--- src/rtl/module_bcd_binario.sv ---
// Four-digit BCD to 16-bit binary converter: one multiply-by-10-and-add step per clock, start/done handshake.
// Optional invalid-digit detection is compiled in with `define BCD_DIGIT_CHECK_EN.
module module_bcd_binario (
  input  logic        clk,
  input  logic        rst,
  input  logic        start_input,
  input  logic [3:0]  unidades_input,
  input  logic [3:0]  decenas_input,
  input  logic [3:0]  centenas_input,
  input  logic [3:0]  milesimas_input,
  output logic [15:0] numero_output,
  output logic        busy_output,
  output logic        done_output,
  output logic        error_output
);

  localparam int DATA_W = 16;
  localparam int DIG_W  = 4;

  typedef enum logic [1:0] {
    IDLE = 2'd0,
    ACC  = 2'd1,
    DONE = 2'd2
  } state_t;

  state_t state, state_nxt;
  logic   accept;

  // dig_p0[3] = thousands ... dig_p0[0] = units
  logic [3:0][DIG_W-1:0] dig_p0;
  logic [1:0]            idx_p0;
  logic [DATA_W-1:0]     acc_p1;

  // x10 built from shifts so no multiplier is inferred; operands stay unsigned
  function automatic logic [DATA_W-1:0] mul10_add(input logic [DATA_W-1:0] acc,
                                                  input logic [DIG_W-1:0]  dig);
    logic [DATA_W-1:0] x8;
    logic [DATA_W-1:0] x2;
    x8 = acc << 3;
    x2 = acc << 1;
    return x8 + x2 + {{(DATA_W-DIG_W){1'b0}}, dig};
  endfunction

`ifdef BCD_DIGIT_CHECK_EN
  logic err_p0;

  function automatic logic digit_bad(input logic [DIG_W-1:0] d);
    return d > 4'd9;
  endfunction
`endif

  always_comb begin
    state_nxt = state;
    accept    = 1'b0;
    case (state)
      IDLE: begin
        if (start_input) begin
          accept    = 1'b1;
          state_nxt = ACC;
        end
      end
      ACC: begin
        if (idx_p0 == 2'd0) state_nxt = DONE;
      end
      DONE:    state_nxt = IDLE;
      default: state_nxt = IDLE;
    endcase
  end

  always_ff @(posedge clk) begin
    if (rst) state <= IDLE;
    else     state <= state_nxt;
  end

  // Stage p0: digit capture; stage p1: accumulation; result registered at DONE
  always_ff @(posedge clk) begin
    if (rst) begin
      dig_p0        <= '0;
      idx_p0        <= 2'd0;
      acc_p1        <= '0;
      numero_output <= '0;
      busy_output   <= 1'b0;
      done_output   <= 1'b0;
    end else begin
      done_output <= 1'b0;
      case (state)
        IDLE: begin
          if (accept) begin
            dig_p0      <= {milesimas_input, centenas_input, decenas_input, unidades_input};
            acc_p1      <= '0;
            idx_p0      <= 2'd3;
            busy_output <= 1'b1;
          end
        end
        ACC: begin
          acc_p1 <= mul10_add(acc_p1, dig_p0[idx_p0]);
          idx_p0 <= idx_p0 - 2'd1;
        end
        DONE: begin
`ifdef BCD_DIGIT_CHECK_EN
          numero_output <= err_p0 ? '0 : acc_p1;
`else
          numero_output <= acc_p1;
`endif
          done_output <= 1'b1;
          busy_output <= 1'b0;
        end
        default: ;
      endcase
    end
  end

`ifdef BCD_DIGIT_CHECK_EN
  // The flag is latched at capture but only becomes visible at DONE, then holds until the next start
  always_ff @(posedge clk) begin
    if (rst) begin
      err_p0       <= 1'b0;
      error_output <= 1'b0;
    end else begin
      if (accept) begin
        err_p0 <= digit_bad(milesimas_input) | digit_bad(centenas_input) |
                  digit_bad(decenas_input)   | digit_bad(unidades_input);
        error_output <= 1'b0;
      end else if (state == DONE) begin
        error_output <= err_p0;
      end
    end
  end
`else
  assign error_output = 1'b0;
`endif

endmodule

--- config.mk ---
export PLATFORM = sky130hd
export DESIGN_NAME = module_bcd_binario
export DESIGN_NICKNAME = d
export VERILOG_FILES = /design/src/rtl/module_bcd_binario.sv
export SDC_FILE = /design/constraint.sdc
export NUM_CORES = 1
export LEC_CHECK = 0
export ABC_AREA = 1
export BUFFER_PORTS_ARGS = -buffer_cell sky130_fd_sc_hd__buf_2
export CAP_MARGIN = 20
export CORE_MARGIN = 2
export CORE_UTILIZATION = 35
export CTS_BUF_LIST = sky130_fd_sc_hd__clkbuf_2 sky130_fd_sc_hd__clkbuf_4 sky130_fd_sc_hd__clkbuf_8
export CTS_CLUSTER_SIZE = 28
export DETAILED_ROUTE_END_ITERATION = 8
export GPL_ROUTABILITY_DRIVEN = 0
export GPL_TIMING_DRIVEN = 0
export PLACE_DENSITY = 0.51
export SLEW_MARGIN = 0
export SYNTH_ARGS = -nofsm -noshare
export SYNTH_HDL_FRONTEND = slang
export SYNTH_SLANG_ARGS = --single-unit
--- constraint.sdc ---
create_clock -name clk -period 2.4 [get_ports clk]
set_clock_uncertainty 0.1 [all_clocks]
set_input_delay 0.12 -clock clk [delete_from_list [all_inputs] [get_ports clk]]
set_output_delay 0.12 -clock clk [all_outputs]
set_load 0.03 [all_outputs]
==> results of run 1 <==
-- per-layer routing --
layer  vias up  share of wire, %
met1      1271                50
met4         0               1.7
met3        14               2.4
met5         -                 0
met2        42                46
li1       1493                 -
-- what timing repair did --
item	CTS	global route
endpoints found under the hold margin	16	0
pin swaps	19	18
buffers inserted	5	2
hold buffers	16	0
setup endpoints to repair	13	13
gates resized for setup	24	19
-- area by class of cell --
type	count	area [um^2]	area share (%)
multi-input cells	308	1800	47.0
flip-flops and latches	54	1080	28.3
repair buffers	59	397	10.3
inverters	48	183	4.76
well taps	105	131	3.42
plain buffers	13	97.6	2.54
clock buffers	6	82.6	2.15
clock inverters	2	60.1	1.57
-- worst reg2reg max path, cell delays in order, from the launching register on --
cell and delay (ps):
dfxtp_4 370, inv_2 60, buf_6 120, nand2_2 50, a32o_2 260, fa_2 510, fa_2 420, nor2_4 120
nor2_4 60, o21ai_1 160, a21oi_1 80, o21ai_1 120, a21oi_1 80
-- sequential cells by signal, indices dropped and copies added, names as in the netlist --
register / cells
busy_output: 1
state: 2
idx_p0: 2
dig_p0: 16
acc_p1: 16
done_output: 1
numero_output: 16
-- logic make-up after synthesis --
family,after synthesis,share of synthesized area (%)
adder cells (fa/ha/maj),29,12.6
other,1,0.125
XOR/XNOR,1,0.292
AND/OR/NAND/NOR,210,29.9
flip-flops,54,36.0
buffers and inverters,62,9.38
AO/OA/AOI/OAI,67,11.7
-- worst min path at each step --
stage | from | endpoint | slack [ps] | depth (start not counted)
floorplan | centenas_input[2] | dig_p0[10]$_SDFFE_PP0P_ | 150 | 2
global placement | centenas_input[1] | dig_p0[9]$_SDFFE_PP0P_ | 240 | 3
detailed placement | milesimas_input[1] | dig_p0[13]$_SDFFE_PP0P_ | 250 | 3
CTS | rst | numero_output[15]$_SDFFE_PP0P_ | 50 | 4
global route | rst | numero_output[15]$_SDFFE_PP0P_ | 70 | 4
finish | rst | numero_output[15]$_SDFFE_PP0P_ | 50 | 4
-- power by group --
part	switching [W]	internal, W	total, W	leakage [nW]
clock network	0.000300	0.000445	0.000745	0.0714
logic	0.000225	0.000166	0.000391	1.39
registers	0.0000316	0.000940	0.000972	0.441
total	0.000557	0.00155	0.00211	1.90
-- metrics by stage --
step,hold WS [ps],cells,utilization (%),cell area [um^2]
3_5_place_dp,247,565,40.6,3350
4_1_cts,47.1,593,45.5,3760
2_1_floorplan,155,424,-,3040
6_report,45.1,595,46.5,3840
3_3_place_gp,242,565,40.6,3350
5_1_grt,66.6,595,46.5,3840
-- layout by cell type (no fill, tap or decap), drive strengths merged --
cell / Yosys / routed
or2: 2 / 2
a21oi: 29 / 29
xnor2: 1 / 1
nand2: 111 / 111
a32o: 1 / 1
nor3: 2 / 2
buf: 9 / 51
fa: 2 / 2
a221oi: 1 / 1
a21o: 1 / 1
conb: 1 / 1
nand4: 4 / 4
nand3b: 2 / 2
o22ai: 3 / 3
nor2: 58 / 58
nand3: 31 / 31
clkbuf: 5 / 11
o21ai: 32 / 32
bufinv: 0 / 2
inv: 48 / 48
dlygate4sd3: 0 / 16
ha: 27 / 27
dfxtp: 54 / 54
==> flow_metrics.tcl, run 1 <==
set metrics [dict create \
    status "finished with violations" \
    violations "negative setup slack" \
    syn_area_mm2 0.00300 \
    r2r_end "acc_p1[8]$_SDFFE_PP0P_" \
    hold_viol 0 \
    synthCells 424 \
    worst_pin_slew_ps 536 \
    grt_use_met2_pct 29.1 \
    synth_flop_cell "dfxtp_1" \
    cts.sinks 54 \
    die_w_um 96.6 \
    worst-setup-path-type "flop to flop" \
    min_period_ps 2640 \
    ys_types 31 \
    drv_slew 0 \
    insertion_delay_ps 310 \
    arrival_ps 2720 \
    r2r_cells 12 \
    wirelength_mm 8.04 \
    cp_slowest_cell "fa_2" \
    synth_edf_count 0 \
    power_density_mw_per_mm2 549 \
    post-route-period-util_pct 110 \
    hpwl_mm 5.92 \
    synth.largest_area_cell "dfxtp_1" \
    critPathBufInv 2 \
    max_freq_mhz 379 \
    start_util_pct 36.3 \
    ios 38 \
    antenna_left 0 \
    vias 2820 \
    areaGrowthSynthToFinish_pct 27.8 \
    final.setup.worst_slack_ps -241 \
    core_mm2 0.00826 \
    drt_drc_violations_left 0 \
    grt_pass1_vias 2789 \
    ir_drop_uv 289 \
    cellLeakagePower_nw 1.90 \
    top_usage_layer "met2" \
    setup_tns_ps -2270 \
    worstPathCellList "inv_2 -> buf_6 -> nand2_2 -> a32o_2 -> fa_2 -> fa_2 -> nor2_4 -> nor2_4 -> o21ai_1 -> a21oi_1 -> o21ai_1 -> a21oi_1" \
    relSlewSlack_pct 64.3 \
    ys_async_sr_fraction_pct 0 \
    rows 33 \
    setup_viol_count_final 12 \
    synth_commonest_cells "nand2_1, dfxtp_1, nor2_1" \
    reg2reg_from "idx_p0[0]$_SDFFE_PP0P_" \
    avgViaCountPerCell 4.74 \
    final_nets 537 \
    drt_iter0_drc 78 \
    yosysMostFrequentCell "nand2_1" \
    avgSynthCellArea_um2 7.08 \
    root_buffer "clkbuf_8" \
    yosysWarnings 0 \
    yosys-top-cells-area "dfxtp_1, nand2_1, ha_1" \
    worstSetupStartpoint "idx_p0[0]$_SDFFE_PP0P_" \
    routedWlPerCell_um 13.5 \
    antenna_found_initial 0 \
    htreeDepth 2 \
    cp-endpoint "acc_p1[8]$_SDFFE_PP0P_" \
    cp_max_fo 7 \
    ys_seq_elements 54 \
    cp-start-kind "flop" \
    hold_path_class "primary input to flop" \
    numCtsBuffers 5 \
    pre_cts_slack_ps -416 \
    first_pass_iters 4 \
    num_antenna_cells 0 \
    grt_pass1_wl_mm 13.5 \
    slowest_delay_ps 510 \
    cts.path.max_buffers 2 \
    worst-path-stages 12 \
    rsz0062_at_grt "true" \
    overflow 0 \
    critPathTopFamily "adder cells" \
    drive_gt1_share_pct 22.0 \
    cap_violations 0 \
    die_h_um 96.6 \
    gr-usage-met1_pct 24.0 \
    grt_use_total_pct 17.6 \
    ys_seq_area_share_pct 36.0 \
    grt_use_met3_pct 2.75 \
    power.total_w 0.00211 \
    nFillCells 842 \
    r2r_setup_slack_ps -240 \
    clk_pin_slew_ps 100 \
    grt_max_degree 17 \
    netlist.area_leader.share_pct 36.0 \
    cts_tree "yes" \
    required_ps 2480 \
    synth_nets 472 \
    portBuffers 36 \
    die_area_mm2 0.00933 \
    cp-end-kind "flop" \
]
Power figures use the tool's default switching activity.
==> inputs of run 2 (changes only) <==
--- a/config.mk
+++ b/config.mk
@@ -15,6 +15,7 @@
 export DETAILED_ROUTE_END_ITERATION = 8
 export GPL_ROUTABILITY_DRIVEN = 0
 export GPL_TIMING_DRIVEN = 0
+export MAX_ROUTING_LAYER = met4
 export PLACE_DENSITY = 0.51
 export SLEW_MARGIN = 0
 export SYNTH_ARGS = -nofsm -noshare
==> run 2 against run 1 <==
The flow still finishes with violations (negative setup slack). Critical path depth unchanged. Largest power group unchanged. Sequential share of layout area unchanged. Count of clock-buffer cells in the layout unchanged. Cell count unchanged. Utilization unchanged. Highest routed layer unchanged.
==> flow_metrics.tcl, run 2 (same netlist as run 1, synthesis figures left out) <==
set metrics [dict create \
    grt_use_total_pct 18.0 \
    cp-end-kind "flop" \
    arrival_ps 2720 \
    die_h_um 96.6 \
    ir_drop_uv 290 \
    hold_path_class "primary input to flop" \
    start_util_pct 36.3 \
    max_freq_mhz 378 \
    areaGrowthSynthToFinish_pct 27.8 \
    cts.sinks 54 \
    hold_slack_ps 45.6 \
    grt_pass1_vias 2789 \
    finalNonFillerCells 595 \
    worst_pin_slew_ps 536 \
    mostFrequentLayoutCell "nand2_1" \
    cts_tree "yes" \
    portBuffers 36 \
    hpwl_mm 5.92 \
    multi_input_area_mm2 0.00180 \
    power_density_mw_per_mm2 549 \
    cp-start-kind "flop" \
    design_area_mm2 0.00384 \
    cp_max_fo 7 \
    cts.path.max_buffers 2 \
    final_nets 537 \
    cellLeakagePower_nw 1.90 \
    placedCellCount 565 \
    core_mm2 0.00826 \
    mostFrequentLayoutCells "nand2_1, dfxtp_1, nor2_1" \
    numCtsBuffers 5 \
    required_ps 2480 \
    violations "negative setup slack" \
    grt_max_degree 17 \
    top_regs "acc_p1: 16 flops, dig_p0: 16 flops, numero_output: 16 flops" \
    cap_violations 0 \
    wirelength_mm 8.04 \
    first_pass_iters 4 \
    worst-setup-path-type "flop to flop" \
    antenna_found_initial 0 \
    drt_drc_violations_left 0 \
    routedWlPerCell_um 13.5 \
    clk_pin_slew_ps 100 \
    nFillCells 842 \
    htreeDepth 2 \
    ios 38 \
    die_w_um 96.6 \
    root_buffer "clkbuf_8" \
    setup_viol_count_final 13 \
    post-route-period-util_pct 110 \
    drv_slew 0 \
    drive_gt1_share_pct 22.0 \
    overflow 0 \
    relSlewSlack_pct 64.3 \
    setup_tns_ps -2320 \
    hold_viol 0 \
    pre_cts_slack_ps -416 \
    num_antenna_cells 0 \
    min_period_ps 2640 \
    ff_latch_area_mm2 0.00108 \
    final.setup.worst_slack_ps -245 \
    vias 2840 \
    insertion_delay_ps 310 \
    drt_iter0_drc 67 \
    placed_cell_area_mm2 0.00335 \
    rsz0062_at_grt "true" \
    rows 33 \
    status "finished with violations" \
    antenna_left 0 \
    avgViaCountPerCell 4.77 \
    grt_pass1_wl_mm 13.6 \
    die_area_mm2 0.00933 \
]
run 2: cell counts in the layout (fill, tap and decap cells not counted):
No cell type changed its count.
run 2: worst max-delay path: stages (launching register included):
cell and delay [ps]:
dfxtp_4 370, inv_2 60, buf_6 120, nand2_2 50, a32o_2 260, fa_2 510, fa_2 420, nor2_4 120
nor2_4 60, o21ai_1 150, a21oi_1 80, o21ai_1 110, a21oi_1 80
run 2: cell type report:
type,instances,area share (%)
inverters,48,4.76
repair buffers,59,10.3
flip-flops and latches,54,28.3
clock buffers,6,2.15
clock inverters,2,1.57
plain buffers,13,2.54
multi-input cells,308,47.0
well taps,105,3.42
run 2: worst paths after layout:
kind | startpoint | endpoint | slack (ps) | cells after the start
min reg2reg | acc_p1[15]$_SDFFE_PP0P_ | numero_output[15]$_SDFFE_PP0P_ | 360 | 2
min | rst | numero_output[15]$_SDFFE_PP0P_ | 50 | 4
max | idx_p0[0]$_SDFFE_PP0P_ | acc_p1[8]$_SDFFE_PP0P_ | -240 | 12
max reg2reg | idx_p0[0]$_SDFFE_PP0P_ | acc_p1[8]$_SDFFE_PP0P_ | -240 | 12
run 2: power breakdown:
group	internal, W	switching (W)	leakage, nW
clock	0.000445	0.000300	0.0714
combinational	0.000166	0.000225	1.39
sequential	0.000940	0.0000317	0.441
run 2: per-layer routing:
metal	GRT usage, %	vias to the layer above	part of all wire [%]
met1	23.9	1292	50
met4	4.23	0	1.7
met5	-	-	0
met2	29.1	42	46
li1	-	1493	-
met3	2.75	13	2.2
run 2: what timing repair did:
item | in CTS | in global routing
endpoints found under the hold margin | 16 | 0
hold buffers | 16 | 0
endpoints found under the setup margin | 13 | 13
resized for setup | 24 | 19
pin swaps | 19 | 18
buffers inserted | 5 | 2
run 2: metrics by stage:
| stage | total power, W | util, % |
|---|---|---|
| 6_report | 0.00211 | 46.5 |
| 3_5_place_dp | 0.00132 | 40.6 |
| 4_1_cts | 0.00210 | 45.5 |
| 2_1_floorplan | 0.00122 | - |
| 3_3_place_gp | 0.00131 | 40.6 |
| 5_1_grt | 0.00222 | 46.5 |
==> inputs of run 3 (changes only) <==
--- a/config.mk
+++ b/config.mk
@@ -8,15 +8,17 @@
 export ABC_AREA = 1
 export BUFFER_PORTS_ARGS = -buffer_cell sky130_fd_sc_hd__buf_2
 export CAP_MARGIN = 20
+export CELL_PAD_IN_SITES_DETAIL_PLACEMENT = 1
+export CELL_PAD_IN_SITES_GLOBAL_PLACEMENT = 2
 export CORE_MARGIN = 2
-export CORE_UTILIZATION = 35
+export CORE_UTILIZATION = 34
 export CTS_BUF_LIST = sky130_fd_sc_hd__clkbuf_2 sky130_fd_sc_hd__clkbuf_4 sky130_fd_sc_hd__clkbuf_8
 export CTS_CLUSTER_SIZE = 28
 export DETAILED_ROUTE_END_ITERATION = 8
 export GPL_ROUTABILITY_DRIVEN = 0
 export GPL_TIMING_DRIVEN = 0
 export MAX_ROUTING_LAYER = met4
-export PLACE_DENSITY = 0.51
+export PLACE_DENSITY = 0.78
 export SLEW_MARGIN = 0
 export SYNTH_ARGS = -nofsm -noshare
 export SYNTH_HDL_FRONTEND = slang
==> constraint.sdc (replaced) <==
create_clock -name clk -period 2.9 [get_ports clk]
set_clock_uncertainty 0.1 [all_clocks]
set_input_delay 0.145 -clock clk [delete_from_list [all_inputs] [get_ports clk]]
set_output_delay 0.145 -clock clk [all_outputs]
set_load 0.03 [all_outputs]
==> run 3 against run 2 <==
The run now ends clean. Non-clock buffer count decreased by 3. Hold slack improved by 29 ps. Register-to-register slack better by 420 ps. Flip-flop and latch count unchanged. Combinational power down 20%. Largest cell class unchanged. Power shrank 26%. Fmax decreased by 2.8%. Design area fell by 3.2%.
==> flow_metrics.tcl, run 3 (same netlist as run 1, synthesis figures left out) <==
set metrics [dict create \
    clk_pin_slew_ps 90 \
    switching_share_pct 29.8 \
    first_pass_iters 4 \
    status "finished clean" \
    ios 38 \
    cp-start-kind "flop" \
    mostFrequentLayoutCell "nand2_1" \
    r2r_cells 15 \
    cts.sinks 54 \
    utilization_pct 43.0 \
    grt_pass1_vias 2982 \
    cts_tree "yes" \
    clkPwrFrac_pct 28.6 \
    vias 2909 \
    multi_input_area_mm2 0.00175 \
    routedWlPerCell_um 14.4 \
    drv_slew 0 \
    power.total_w 0.00157 \
    numCtsBuffers 5 \
    top_regs "acc_p1: 16 flops, dig_p0: 16 flops, numero_output: 16 flops" \
    avgViaCountPerCell 4.89 \
    wirelength_mm 8.54 \
    ff_latch_area_mm2 0.00108 \
    power_density_mw_per_mm2 421 \
    setup_viol_count_final 0 \
    num_antenna_cells 0 \
    hold_path_class "primary input to flop" \
    grt_use_met2_pct 34.5 \
    ir_drop_uv 217 \
    htreeDepth 2 \
    cp_slowest_cell "fa_2" \
    worst_pin_slew_ps 562 \
    drt_iter0_drc 79 \
    drt_drc_violations_left 0 \
    portBuffers 36 \
    grt_max_degree 17 \
    p_int_w 0.00110 \
    nFillCells 1091 \
    hold_start "rst" \
    post-route-period-util_pct 93.8 \
    r2r_setup_slack_ps 180 \
    rsz0062_at_grt "false" \
    cellLeakagePower_nw 1.87 \
    die_area_mm2 0.00960 \
    grt_pass1_wl_mm 14.5 \
    finalNonFillerCells 595 \
    worst-setup-path-type "flop to flop" \
    mostFrequentLayoutCells "nand2_1, dfxtp_1, nor2_1" \
    drive_gt1_share_pct 19.5 \
    die_h_um 98.0 \
    cts.path.max_buffers 2 \
    cp-end-kind "flop" \
    core_mm2 0.00864 \
    start_util_pct 34.8 \
    antenna_found_initial 0 \
    die_w_um 98.0 \
    max_freq_mhz 368 \
    p_seq_share_pct 51.3 \
    cap_violations 0 \
    areaGrowthSynthToFinish_pct 23.7 \
    arrival_ps 2800 \
    r2r_end "acc_p1[13]$_SDFFE_PP0P_" \
    final_nets 534 \
    relSlewSlack_pct 62.5 \
    reg2reg_from "idx_p0[0]$_SDFFE_PP0P_" \
    rows 34 \
    crit_top_cell "nand3_2" \
    cp-endpoint "acc_p1[13]$_SDFFE_PP0P_" \
    required_ps 2980 \
    worstSetupStartpoint "idx_p0[0]$_SDFFE_PP0P_" \
    insertion_delay_ps 310 \
    grt_use_total_pct 19.2 \
    min_period_ps 2720 \
    hpwl_mm 6.57 \
    placedCellCount 568 \
    antenna_left 0 \
    grt_use_met3_pct 3.01 \
    p_sw_w 0.000466 \
    overflow 0 \
    gr-usage-met1_pct 23.3 \
    hold_depth 4 \
    worstPathCellList "buf_6 -> inv_4 -> buf_6 -> nand2_2 -> a32o_2 -> fa_2 -> inv_2 -> ha_4 -> nand2_4 -> a21oi_4 -> nand3_2 -> nand3_2 -> nand2_1 -> nand3_2 -> a21oi_2" \
    setup_tns_ps 0 \
    hold_viol 0 \
    pwr-share-comb_pct 20.0 \
    top_usage_layer "met2" \
    cp_max_fo 6 \
    slowest_delay_ps 570 \
    root_buffer "clkbuf_8" \
]
==> run 3: changes by cell type in the layout (fill, tap and decap cells not counted), moves of 3 or more <==
cell	before	now
buf_4	8	4
inv_2	7	3
nand3_1	22	26
nand3_2	9	5
o21ai_0	26	30
o21ai_1	5	1
inv_1	40	43
==> run 3: layout make-up <==
type / count / area share [%]
inverters: 48 / 4.99
clock buffers: 6 / 2.22
plain buffers: 14 / 2.93
repair buffers: 55 / 9.70
flip-flops and latches: 54 / 29.1
well taps: 108 / 3.64
multi-input cells: 308 / 47.0
clock inverters: 2 / 0.337
==> run 3: power groups by stage <==
stage	Combinational [W]	Sequential [W]	Clock, W
2_1_floorplan	0.000185	0.000814	0
6_report	0.000313	0.000804	0.000448
5_1_grt	0.000354	0.000809	0.000490
3_5_place_dp	0.000268	0.000819	0
3_3_place_gp	0.000262	0.000820	0
4_1_cts	0.000290	0.000803	0.000464
==> run 3: worst min-delay path by stage <==
| stage | to |
|---|---|
| after floorplan | dig_p0[10]$_SDFFE_PP0P_ |
| after global placement | dig_p0[8]$_SDFFE_PP0P_ |
| after detailed placement | dig_p0[13]$_SDFFE_PP0P_ |
| after CTS | numero_output[1]$_SDFFE_PP0P_ |
| after global routing | numero_output[1]$_SDFFE_PP0P_ |
| final | numero_output[1]$_SDFFE_PP0P_ |
==> run 3: what timing repair did <==
item / 4_1_cts / 5_1_grt
buffers inserted: 0 / 2
setup endpoints to repair: 7 / 11
pin swaps: 3 / 7
hold buffers: 16 / 0
cloned: 0 / 1
gates resized for setup: 10 / 27
endpoints found under the hold margin: 16 / 0
==> run 3: worst max-delay path, delay by kind of cell, from the launching register on <==
kind	cells	cell delay, ps
buf+inv	4	330
fa+ha+maj	2	830
compound gates	3	550
flops	1	330
simple gates	6	450
==> run 3: stage by stage <==
stage | hold WS [ps] | setup slack [ps] | cell area, um^2
after floorplan | 180 | 330 | 3000
after global placement | 266 | -124 | 3320
after detailed placement | 276 | -149 | 3320
after CTS | 70.9 | 1.24 | 3600
after global routing | 98.2 | 4.36 | 3710
final | 74.6 | 179 | 3710
==> run 3: routing by layer <==
layer  wire length [um]  vias to the layer above
li1                   -                     1493
met4                 28                        0
met2               4380                       29
met5                  0                        -
met3                193                        4
met1               3940                     1383
